File: config.mk
export PLATFORM = sky130hd
export DESIGN_NAME = uart_rx_flat
export DESIGN_NICKNAME = d
export VERILOG_FILES = /design/src/rtl/uart_pkg.sv /design/src/rtl/uart_rx_if.sv /design/src/rtl/sync_2ff.sv /design/src/rtl/uart_rx.sv /design/src/flat_wrapper.sv
export SDC_FILE = /design/constraint.sdc
export NUM_CORES = 1
export LEC_CHECK = 0
export CAP_MARGIN = 10
export CORE_MARGIN = 2
export CORE_UTILIZATION = 40
export DETAILED_ROUTE_END_ITERATION = 8
export GPL_TIMING_DRIVEN = 0
export MAX_ROUTING_LAYER = met4
export PLACE_DENSITY = 0.65
export SYNTH_ARGS = -nofsm -noshare
export SYNTH_HDL_FRONTEND = slang
export SYNTH_SLANG_ARGS = --single-unit
File: constraint.sdc
create_clock -name clk -period 2.6 [get_ports clk]
set_clock_uncertainty 0.1 [all_clocks]
set_input_delay 0.78 -clock clk [delete_from_list [all_inputs] [get_ports clk]]
set_output_delay 0.78 -clock clk [all_outputs]
set_load 0.03 [all_outputs]
File: src/rtl/uart_pkg.sv
// Shared UART definitions: FSM state encodings, widths and bit-timing derivation.
package uart_pkg;

  localparam int unsigned DATA_W = 8;
  localparam int unsigned CNT_W  = 16;

  typedef enum logic [1:0] {
    IDLE  = 2'b00,
    START = 2'b01,
    DATA  = 2'b10,
    STOP  = 2'b11
  } uart_state_e;

  // Clock cycles per serial bit (integer division).
  function automatic int unsigned clock_per_bit(input int unsigned clock_freq,
                                                input int unsigned baud_rate);
    return clock_freq / baud_rate;
  endfunction

  // Offset from the start edge to the middle of a bit.
  function automatic int unsigned half_bit(input int unsigned cpb);
    return cpb >> 1;
  endfunction

endpackage

File: src/rtl/uart_rx_if.sv
// Receive-side output bus: received byte plus status pulses.
interface uart_rx_if;
  logic [uart_pkg::DATA_W-1:0] data_out;
  logic                        data_valid;
  logic                        frame_err;
  logic                        busy;

  modport master (output data_out, data_valid, frame_err, busy);
  modport slave  (input  data_out, data_valid, frame_err, busy);
endinterface

File: src/rtl/sync_2ff.sv
// Two-flop synchronizer for a single asynchronous bit.
module sync_2ff #(
  parameter logic RST_VAL = 1'b1
) (
  input  logic clk,
  input  logic rst,
  input  logic d,
  output logic q
);

  logic meta;

  // Two back-to-back flops; both reset to RST_VAL.
  always_ff @(posedge clk) begin
    if (rst) begin
      meta <= RST_VAL;
      q    <= RST_VAL;
    end else begin
      meta <= d;
      q    <= meta;
    end
  end

endmodule

File: src/rtl/uart_rx.sv
// 8N1 UART receiver: mid-bit sampling, frame-error detection, break lockout.
module uart_rx
  import uart_pkg::*;
#(
  parameter int unsigned BAUD_RATE  = 9600,
  parameter int unsigned CLOCK_FREQ = 100000000
) (
  input  logic      clk,
  input  logic      rst,
  input  logic      rx,
  uart_rx_if.master out_if
);

  localparam int unsigned CLOCK_PER_BIT = clock_per_bit(CLOCK_FREQ, BAUD_RATE);
  localparam int unsigned HALF_BIT      = half_bit(CLOCK_PER_BIT);
  localparam logic [CNT_W-1:0] CNT_BIT  = CNT_W'(CLOCK_PER_BIT - 1);
  localparam logic [CNT_W-1:0] CNT_HALF = CNT_W'(HALF_BIT - 1);

  uart_state_e       state;
  logic [CNT_W-1:0]  cnt;
  logic [2:0]        bit_idx;
  logic [DATA_W-1:0] shift_q;
  logic [DATA_W-1:0] data_out_q;
  logic              data_valid_q;
  logic              frame_err_q;
  logic              busy_q;
  logic              armed;
  logic              rx_s;

  sync_2ff #(.RST_VAL(1'b1)) u_sync (
    .clk (clk),
    .rst (rst),
    .d   (rx),
    .q   (rx_s)
  );

  // Receive FSM with registered outputs; pulses default low every cycle.
  always_ff @(posedge clk) begin
    if (rst) begin
      state        <= IDLE;
      cnt          <= '0;
      bit_idx      <= '0;
      shift_q      <= '0;
      data_out_q   <= '0;
      data_valid_q <= 1'b0;
      frame_err_q  <= 1'b0;
      busy_q       <= 1'b0;
      armed        <= 1'b1;
    end else begin
      data_valid_q <= 1'b0;
      frame_err_q  <= 1'b0;
      case (state)
        IDLE: begin
          busy_q <= 1'b0;
          if (rx_s) begin
            armed <= 1'b1;
          end else if (armed) begin
            state  <= START;
            cnt    <= CNT_HALF;
            busy_q <= 1'b1;
          end
        end
        START: begin
          if (cnt != '0) begin
            cnt <= cnt - CNT_W'(1);
          end else if (!rx_s) begin
            state   <= DATA;
            cnt     <= CNT_BIT;
            bit_idx <= '0;
          end else begin
            // Start bit gone by mid-bit: a glitch, drop it silently.
            state  <= IDLE;
            busy_q <= 1'b0;
          end
        end
        DATA: begin
          if (cnt != '0) begin
            cnt <= cnt - CNT_W'(1);
          end else begin
            shift_q <= {rx_s, shift_q[DATA_W-1:1]};
            cnt     <= CNT_BIT;
            if (bit_idx == 3'd7) begin
              state   <= STOP;
              bit_idx <= '0;
            end else begin
              bit_idx <= bit_idx + 3'd1;
            end
          end
        end
        STOP: begin
          if (cnt != '0) begin
            cnt <= cnt - CNT_W'(1);
          end else begin
            // Return to IDLE mid stop bit so back-to-back frames are caught.
            state  <= IDLE;
            busy_q <= 1'b0;
            if (rx_s) begin
              data_out_q   <= shift_q;
              data_valid_q <= 1'b1;
            end else begin
              frame_err_q <= 1'b1;
              armed       <= 1'b0;
            end
          end
        end
        default: state <= IDLE;
      endcase
    end
  end

  assign out_if.data_out   = data_out_q;
  assign out_if.data_valid = data_valid_q;
  assign out_if.frame_err  = frame_err_q;
  assign out_if.busy       = busy_q;

endmodule

File: src/flat_wrapper.sv
// flat-port wrapper written by rule: the top's interface ports become plain ports
module uart_rx_flat import uart_pkg::*;
#(
  parameter int unsigned BAUD_RATE  = 9600,
  parameter int unsigned CLOCK_FREQ = 100000000
)
  (clk, rst, rx, out_if_data_out, out_if_data_valid, out_if_frame_err, out_if_busy);
  uart_rx_if out_if_i ();
  input  logic clk;
  input  logic rst;
  input  logic rx;
  output wire logic [$bits(out_if_i.data_out)-1:0] out_if_data_out;
  output wire logic [$bits(out_if_i.data_valid)-1:0] out_if_data_valid;
  output wire logic [$bits(out_if_i.frame_err)-1:0] out_if_frame_err;
  output wire logic [$bits(out_if_i.busy)-1:0] out_if_busy;
  assign out_if_data_out = out_if_i.data_out;
  assign out_if_data_valid = out_if_i.data_valid;
  assign out_if_frame_err = out_if_i.frame_err;
  assign out_if_busy = out_if_i.busy;
  uart_rx #(.BAUD_RATE(BAUD_RATE), .CLOCK_FREQ(CLOCK_FREQ)) u_core (.clk(clk), .rst(rst), .rx(rx), .out_if(out_if_i));
endmodule
==> summary.txt, run 1 <==
Drt
  – Vias/cell: 5.523
  – DR iter-0 viols: approximately 130
  – DRC: 0
  – Detailed Routing Iterations Pass 1: 4
  – Final wirelength: 4.878 mm
  – Via count: between 1500 and 2000
  – Wire per inst: around 14 um
  – Final ANT Viol Nets: 0

Global routing
  – Vias in the first global route: around 1800
  – Initial antenna violation count: 0
  – GRT Total Usage: 17.77%
  – Largest net degree at the start of global routing: 16
  – First-pass GRT wire length: between 8 and 9 mm
  – Global route total overflow: 0

Logic synthesis
  – Adder-Cell Fraction of Synth Area: between 4 and 5%
  – Synth cell types: slightly below 50
  – Post-Synth XOR/XNOR Area: 0%
  – Ranking of synthesized cells by area: dfxtp_1 40%, a21oi_1 9.3%, nand2_1 7.2%, ha_1 4.1%, nor2_1 3.2%
  – Top cells by count, synth: 43 x dfxtp_1, 41 x nand2_1, 40 x a21oi_1
  – Post-Syn Instances: 264
  – Async S/R FF share, synth: 0%
  – Share of the synthesized area in the top cell type: 40.16%
  – Synth Cell Area: 0.002143 mm^2
  – Post-Synth Simple-Gate Area: a little over a quarter
  – EDFF count, synth: 0
  – Largest family of logic cells by synthesized area: simple AND/OR/NAND/NOR gates
  – Top-count cell post-synth: dfxtp_1
  – Mux share of post-synthesis cell area: less than 1%
  – Post-synth top flop: dfxtp_1
  – Register area share after synthesis: about two fifths
  – Syn. warnings: 0
  – Compound-Gate Fraction of Synth Area: between 20% and 30%
  – Mean Syn Cell Area: around 8 um^2
  – Yosys top cell by area: dfxtp_1
  – Register bit total from synthesis: 43
  – Syn Nets: between 200 and 300

Final layout
  – Post-layout nets: ~290
  – Finished layout cell area: around 0.0024 mm^2
  – Share of post-route cells with drive strength above 1: 9.507%
  – # diodes: 0
  – Synth-to-layout area growth: 14.30%

Worst setup path
  – Arr. time, crit path: around 2.4 ns
  – Setup crit end kind: flop
  – Required @ worst endpoint: approximately 2.7 ns
  – Crit start category: flop
  – Worst setup path class: flop to flop
  – R2r startpoint: u_core.state[0]
  – Crit Path Max Fanout: 7
  – CP Launch Point: u_core.state[0]

Pwr
  – Power Dens Cells: roughly 820 mW/mm^2
  – Pleak: approximately 0.87 nW
  – Peak VDD IR: around 0.55 mV

CTS
  – # resized after CTS: 0
  – Max Buffers Root-to-Sink: 2
  – Total CTS buffers: 5
  – CTS clk-pin slew, worst paths: roughly 0.090 ns
  – Worst-skew pair later-pin latency: roughly 0.3 ns
  – Number of hold buffers added after CTS: 0
  – CTS Sinks: between 40 and 50
  – Clock root buffer: clkbuf_8
  – TritonCTS clock tree: built
  – H-tree depth reported by CTS: 2
  – Post-CTS setup buffers: 0

Outcome
  – Status: finished clean

Place
  – Port bufs: 12
  – RePlAce Congestion: approximately 0.83
  – Dpl cell area: 0.002351 mm^2
  – Hpwl dp: 3.501 mm

Min path
  – Worst hold start: u_core.u_sync.meta
  – Hold Crit Class: flop to flop

STA
  – Final setup viols: 0
  – Tmin final: roughly 2.3 ns
  – F_max: around 440 MHz
  – RSZ-0062 raised after global routing: no
  – Final Hold Viols: 0
  – Least-Margin Pin Slew: 0.7944 ns
  – Fin. max-slew vios: 0
  – Final period util: about nine tenths
  – Slew headroom: a little under half
  – TNS Setup: 0 ns

Die
  – Initial Util: around two fifths
  – Row count: 26
  – Full die area: between 0.005 and 0.006 mm^2
  – Chip width: approximately 77 um
  – I/O pins: 14
  – Die Height: just under 80 um
  – Core area: just over 0.005 mm^2

Job
  – Max cap viols: 0
layout make-up:
class	count	area (um^2)
plain buffers	13	58.81
clock inverters	3	25.02
multi-input cells	198	1191
repair buffers	12	120.1
fillers	526	2690
inverters	10	37.54
well taps	70	87.58
clock buffers	5	68.82
flip-flops and latches	43	860.8
state kept, by name, indices dropped and copies added, names as in the netlist, 3 cells and up, named ones only:
| register | count |
|---|---|
| u_core.shift_q | 8 |
| u_core.out_if.data_out | 8 |
| u_core.bit_idx | 3 |
| u_core.cnt | 16 |
critical path, stage by stage, from the launching register on:
cell and delay, ns:
dfxtp_1 0.44, inv_1 0.09, ha_1 0.41, nor2_1 0.32, or2_2 0.17, clkbuf_1 0.24, nor2_1 0.13, a21oi_1 0.19
nor3_2 0.05
power by group:
part	leakage (nW)	switching [mW]	internal, mW
Clock	0.0443	0.248	0.192
Combinational	0.478	0.515	0.298
Sequential	0.348	0.0583	0.704
metrics by stage:
step / utilization, % / std cells / hold slack (ns) / total power, mW / setup slack, ns
global placement: 45.74 / 346 / 0.2949 / 1.572 / 0.1880
detailed placement: 45.74 / 346 / 0.2970 / 1.578 / 0.1378
floorplan: - / 264 / 0.2895 / 1.408 / 0.5663
finish: 47.66 / 354 / 0.3164 / 2.016 / 0.3098
CTS: 47.57 / 354 / 0.3210 / 2.021 / 0.1206
global route: 47.66 / 354 / 0.3558 / 2.167 / 0.1356
cells in the final DEF, fill, tap and decap left out, types with 6 or more instances in the layout:
| cell | n |
|---|---|
| inv_1 | 10 |
| nor2_1 | 18 |
| o21ai_0 | 10 |
| clkdlybuf4s50_1 | 12 |
| clkbuf_1 | 10 |
| nand2_1 | 41 |
| a21oi_1 | 40 |
| nor3_1 | 8 |
| nand3_1 | 6 |
| a21o_1 | 6 |
| nor4_1 | 6 |
| dfxtp_1 | 43 |
| ha_1 | 7 |
worst paths after layout:
check                                        to  slack [ns]  depth (start not counted)
worst min register to register  u_core.u_sync.q        0.32                          1
worst min-delay path            u_core.u_sync.q        0.32                          1
worst max-delay path             u_core.cnt[15]        0.31                          8
worst max register to register   u_core.cnt[15]        0.31                          8
routing by layer:
layer / up-vias / track usage (%) / wire length (um)
li1: 999 / - / -
met3: 7 / 4.471 / 239
met1: 903 / 22.08 / 2341
met4: 0 / 6.429 / 68
met5: - / - / 0
met2: 46 / 28.00 / 2228
kinds of logic after synthesis:
family / count (synthesis)
AND/OR/NAND/NOR: 110
adder cells (fa/ha/maj): 7
flip-flops: 43
multiplexers: 2
AO/OA/AOI/OAI: 79
buffers and inverters: 23
(Power assumes the default switching activity.)
==> run 2, diff against run 1 <==
==> constraint.sdc (replaced) <==
create_clock -name clk -period 2.13 [get_ports clk]
set_clock_uncertainty 0.1 [all_clocks]
set_input_delay 0.213 -clock clk [delete_from_list [all_inputs] [get_ports clk]]
set_output_delay 0.213 -clock clk [all_outputs]
set_load 0.03 [all_outputs]
==> summary.txt, run 2 (synthesis gave the netlist of run 1 again) <==
Global routing
  – First-pass GRT wire length: 8.466 mm (+1.8%)
  – Vias in the first global route: 1785 (+0.90%)
  – GRT Total Usage: 18.11% (+0.34 points)
  – Largest net degree at the start of global routing: 16 (unchanged)
  – Initial antenna violation count: 0 (unchanged)
  – Global route total overflow: 0 (unchanged)

Final layout
  – Storage cell area: 863.3 um^2 (+0.29%)
  – # diodes: 0 (unchanged)
  – Max reg flops: 16 (unchanged)
  – Multi-input logic area: 0.001300 mm^2 (+9.1%)
  – Layout filler cell count: 517 (-1.7%)
  – Largest register by flop count: u_core.cnt
  – Most frequent cells in the layout: 41 x nand2_1, 41 x dfxtp_1, 39 x a21oi_1
  – Post-layout nets: 295 (+0.68%)
  – Synth-to-layout area growth: 20.78%
  – Post-Layout Cell Count: 356 (+0.56%)
  – Share of post-route cells with drive strength above 1: 15.73% (+6.2 points)

STA
  – F_max: 489.5 MHz (+12%)
  – Worst setup margin: 0.08707 ns (-0.2227 ns)
  – Final setup viols: 0 (unchanged)
  – Final period util: 95.91% (+7.8 points)
  – Hold slack: 0.3166 ns (+0.0002140 ns)
  – Fin. max-slew vios: 0 (unchanged)
  – Tmin final: 2.043 ns (-0.2473 ns)
  – Final Hold Viols: 0 (unchanged)
  – TNS Setup: 0 ns (unchanged)
  – Least-Margin Pin Slew: 0.6068 ns (-0.1876 ns)
  – Slew headroom: 59.55% (+13 points)

Worst setup path
  – Arr. time, crit path: 2.18 ns (-0.17 ns)
  – Worst path cell trace: inv_2 > ha_4 > nor3b_4 > and4_4 > buf_12 > nand2_4 > a2111oi_4 > a31o_1
  – Crit path max-delay cell type: dfxtp_1
  – Required @ worst endpoint: 2.27 ns (-0.39 ns)
  – Setup crit end kind: flop
  – Crit path largest cell delay: 0.35 ns (-0.09 ns)
  – Crit start category: flop
  – CP top delay family: simple AND/OR/NAND/NOR gates
  – Worst setup path class: flop to flop
  – Worst Path Buf+Inv: 2 (unchanged)
  – Crit Path Max Fanout: 10 (+3)

Drt
  – DR iter-0 viols: 90 (-28%)
  – Final ANT Viol Nets: 0 (unchanged)
  – Final wirelength: 5.108 mm (+4.7%)
  – Wire per inst: 14.35 um (+4.1%)
  – DRC: 0 (unchanged)
  – Vias/cell: 5.531 (+0.15%)
  – Detailed Routing Iterations Pass 1: 4 (unchanged)
  – Via count: 1969 (+0.72%)

Die
  – Initial Util: 41.70% (unchanged)
  – Chip width: 77.20 um (unchanged)
  – I/O pins: 14 (unchanged)
  – Die Height: 77.20 um (unchanged)
  – Full die area: 0.005960 mm^2 (unchanged)
  – Core area: 0.005140 mm^2 (unchanged)
  – Row count: 26 (unchanged)

CTS
  – CTS Sinks: 43 (unchanged)
  – TritonCTS clock tree: built
  – CTS clk-pin slew, worst paths: 0.09 ns (about the same)
  – H-tree depth reported by CTS: 2 (unchanged)
  – Max Buffers Root-to-Sink: 2 (unchanged)
  – Worst-skew pair later-pin latency: 0.30 ns (about the same)
  – Total CTS buffers: 5 (unchanged)
  – Clock root buffer: clkbuf_8

Pwr
  – Pleak: 0.9085 nW (+4.3%)
  – Peak VDD IR: 0.7841 mV (+43%)
  – Power Dens Cells: 1040 mW/mm^2 (+26%)

Place
  – Hpwl dp: 3.501 mm (unchanged)
  – RePlAce Congestion: 0.8291 (unchanged)
  – Placement Setup Slack: -0.3322 ns (-0.4700 ns)
  – Port bufs: 12 (unchanged)
  – DP Cell Count: 346 (unchanged)

Job
  – Max cap viols: 0 (unchanged)

Outcome
  – Status: finished clean

Min path
  – Hold Crit Class: flop to flop
[run 2: changes by cell type in the layout (fill, tap and decap cells not counted), moves of 2 or more]
cell,delta
buf_4,+3
dfxtp_1,-2
dfxtp_2,+2
ha_1,-3
ha_4,+2
inv_1,-2
inv_2,+2
nor2_1,-2
nor4_1,-2
[run 2: repair_timing]
action	4_1_cts	5_1_grt
hold endpoints to repair	0	0
cloned	0	0
pin swaps	0	3
hold buffers	0	0
endpoints found under the setup margin	40	38
gates resized for setup	11	15
setup buffers	1	2
[run 2: path summary, 6_finish.rpt]
check / startpoint / to / slack [ns] / cells past startpoint
min: u_core.u_sync.meta / u_core.u_sync.q / 0.32 / 1
max reg2reg: u_core.cnt[0] / flop / 0.09 / 8
min reg2reg: u_core.u_sync.meta / u_core.u_sync.q / 0.32 / 1
max: u_core.cnt[0] / flop / 0.09 / 8
[run 2: where the power goes]
part	switching (mW)	leakage [nW]	internal [mW]
Combinational	0.715	0.515	0.491
Clock	0.307	0.0443	0.235
Sequential	0.0840	0.349	0.861
[run 2: routing by layer]
metal / up-vias / part of all wire [%] / GRT usage (%)
met4: 0 / 0.82 / 6.250
met5: - / 0 / -
met3: 4 / 3.2 / 3.882
met2: 39 / 48 / 28.70
li1: 990 / - / -
met1: 936 / 48 / 22.91
[run 2: area by class of cell]
class,count,share of cell area [%]
Multi-Input combinational cell,198,50.22
Sequential cell,43,33.35
Clock buffer,5,2.658
Clock inverter,3,0.9667
Buffer,12,2.465
Timing Repair Buffer,15,5.510
Tap cell,70,3.383
Inverter,10,1.450
[run 2: stage by stage]
stage          power (mW)  cell area [um^2]  utilization [%]
3_5_place_dp        1.927              2351            45.74
2_1_floorplan       1.719              2143                -
3_3_place_gp        1.919              2351            45.74
4_1_cts             2.553              2501            48.66
5_1_grt             2.872              2589            50.37
6_report            2.692              2589            50.37
==> run 3, diff against run 2 <==
CTS_CLUSTER_DIAMETER = 100   (was default)
==> results of run 3 <==
The final DEF is identical to that of run 2; final timing and power are the same.
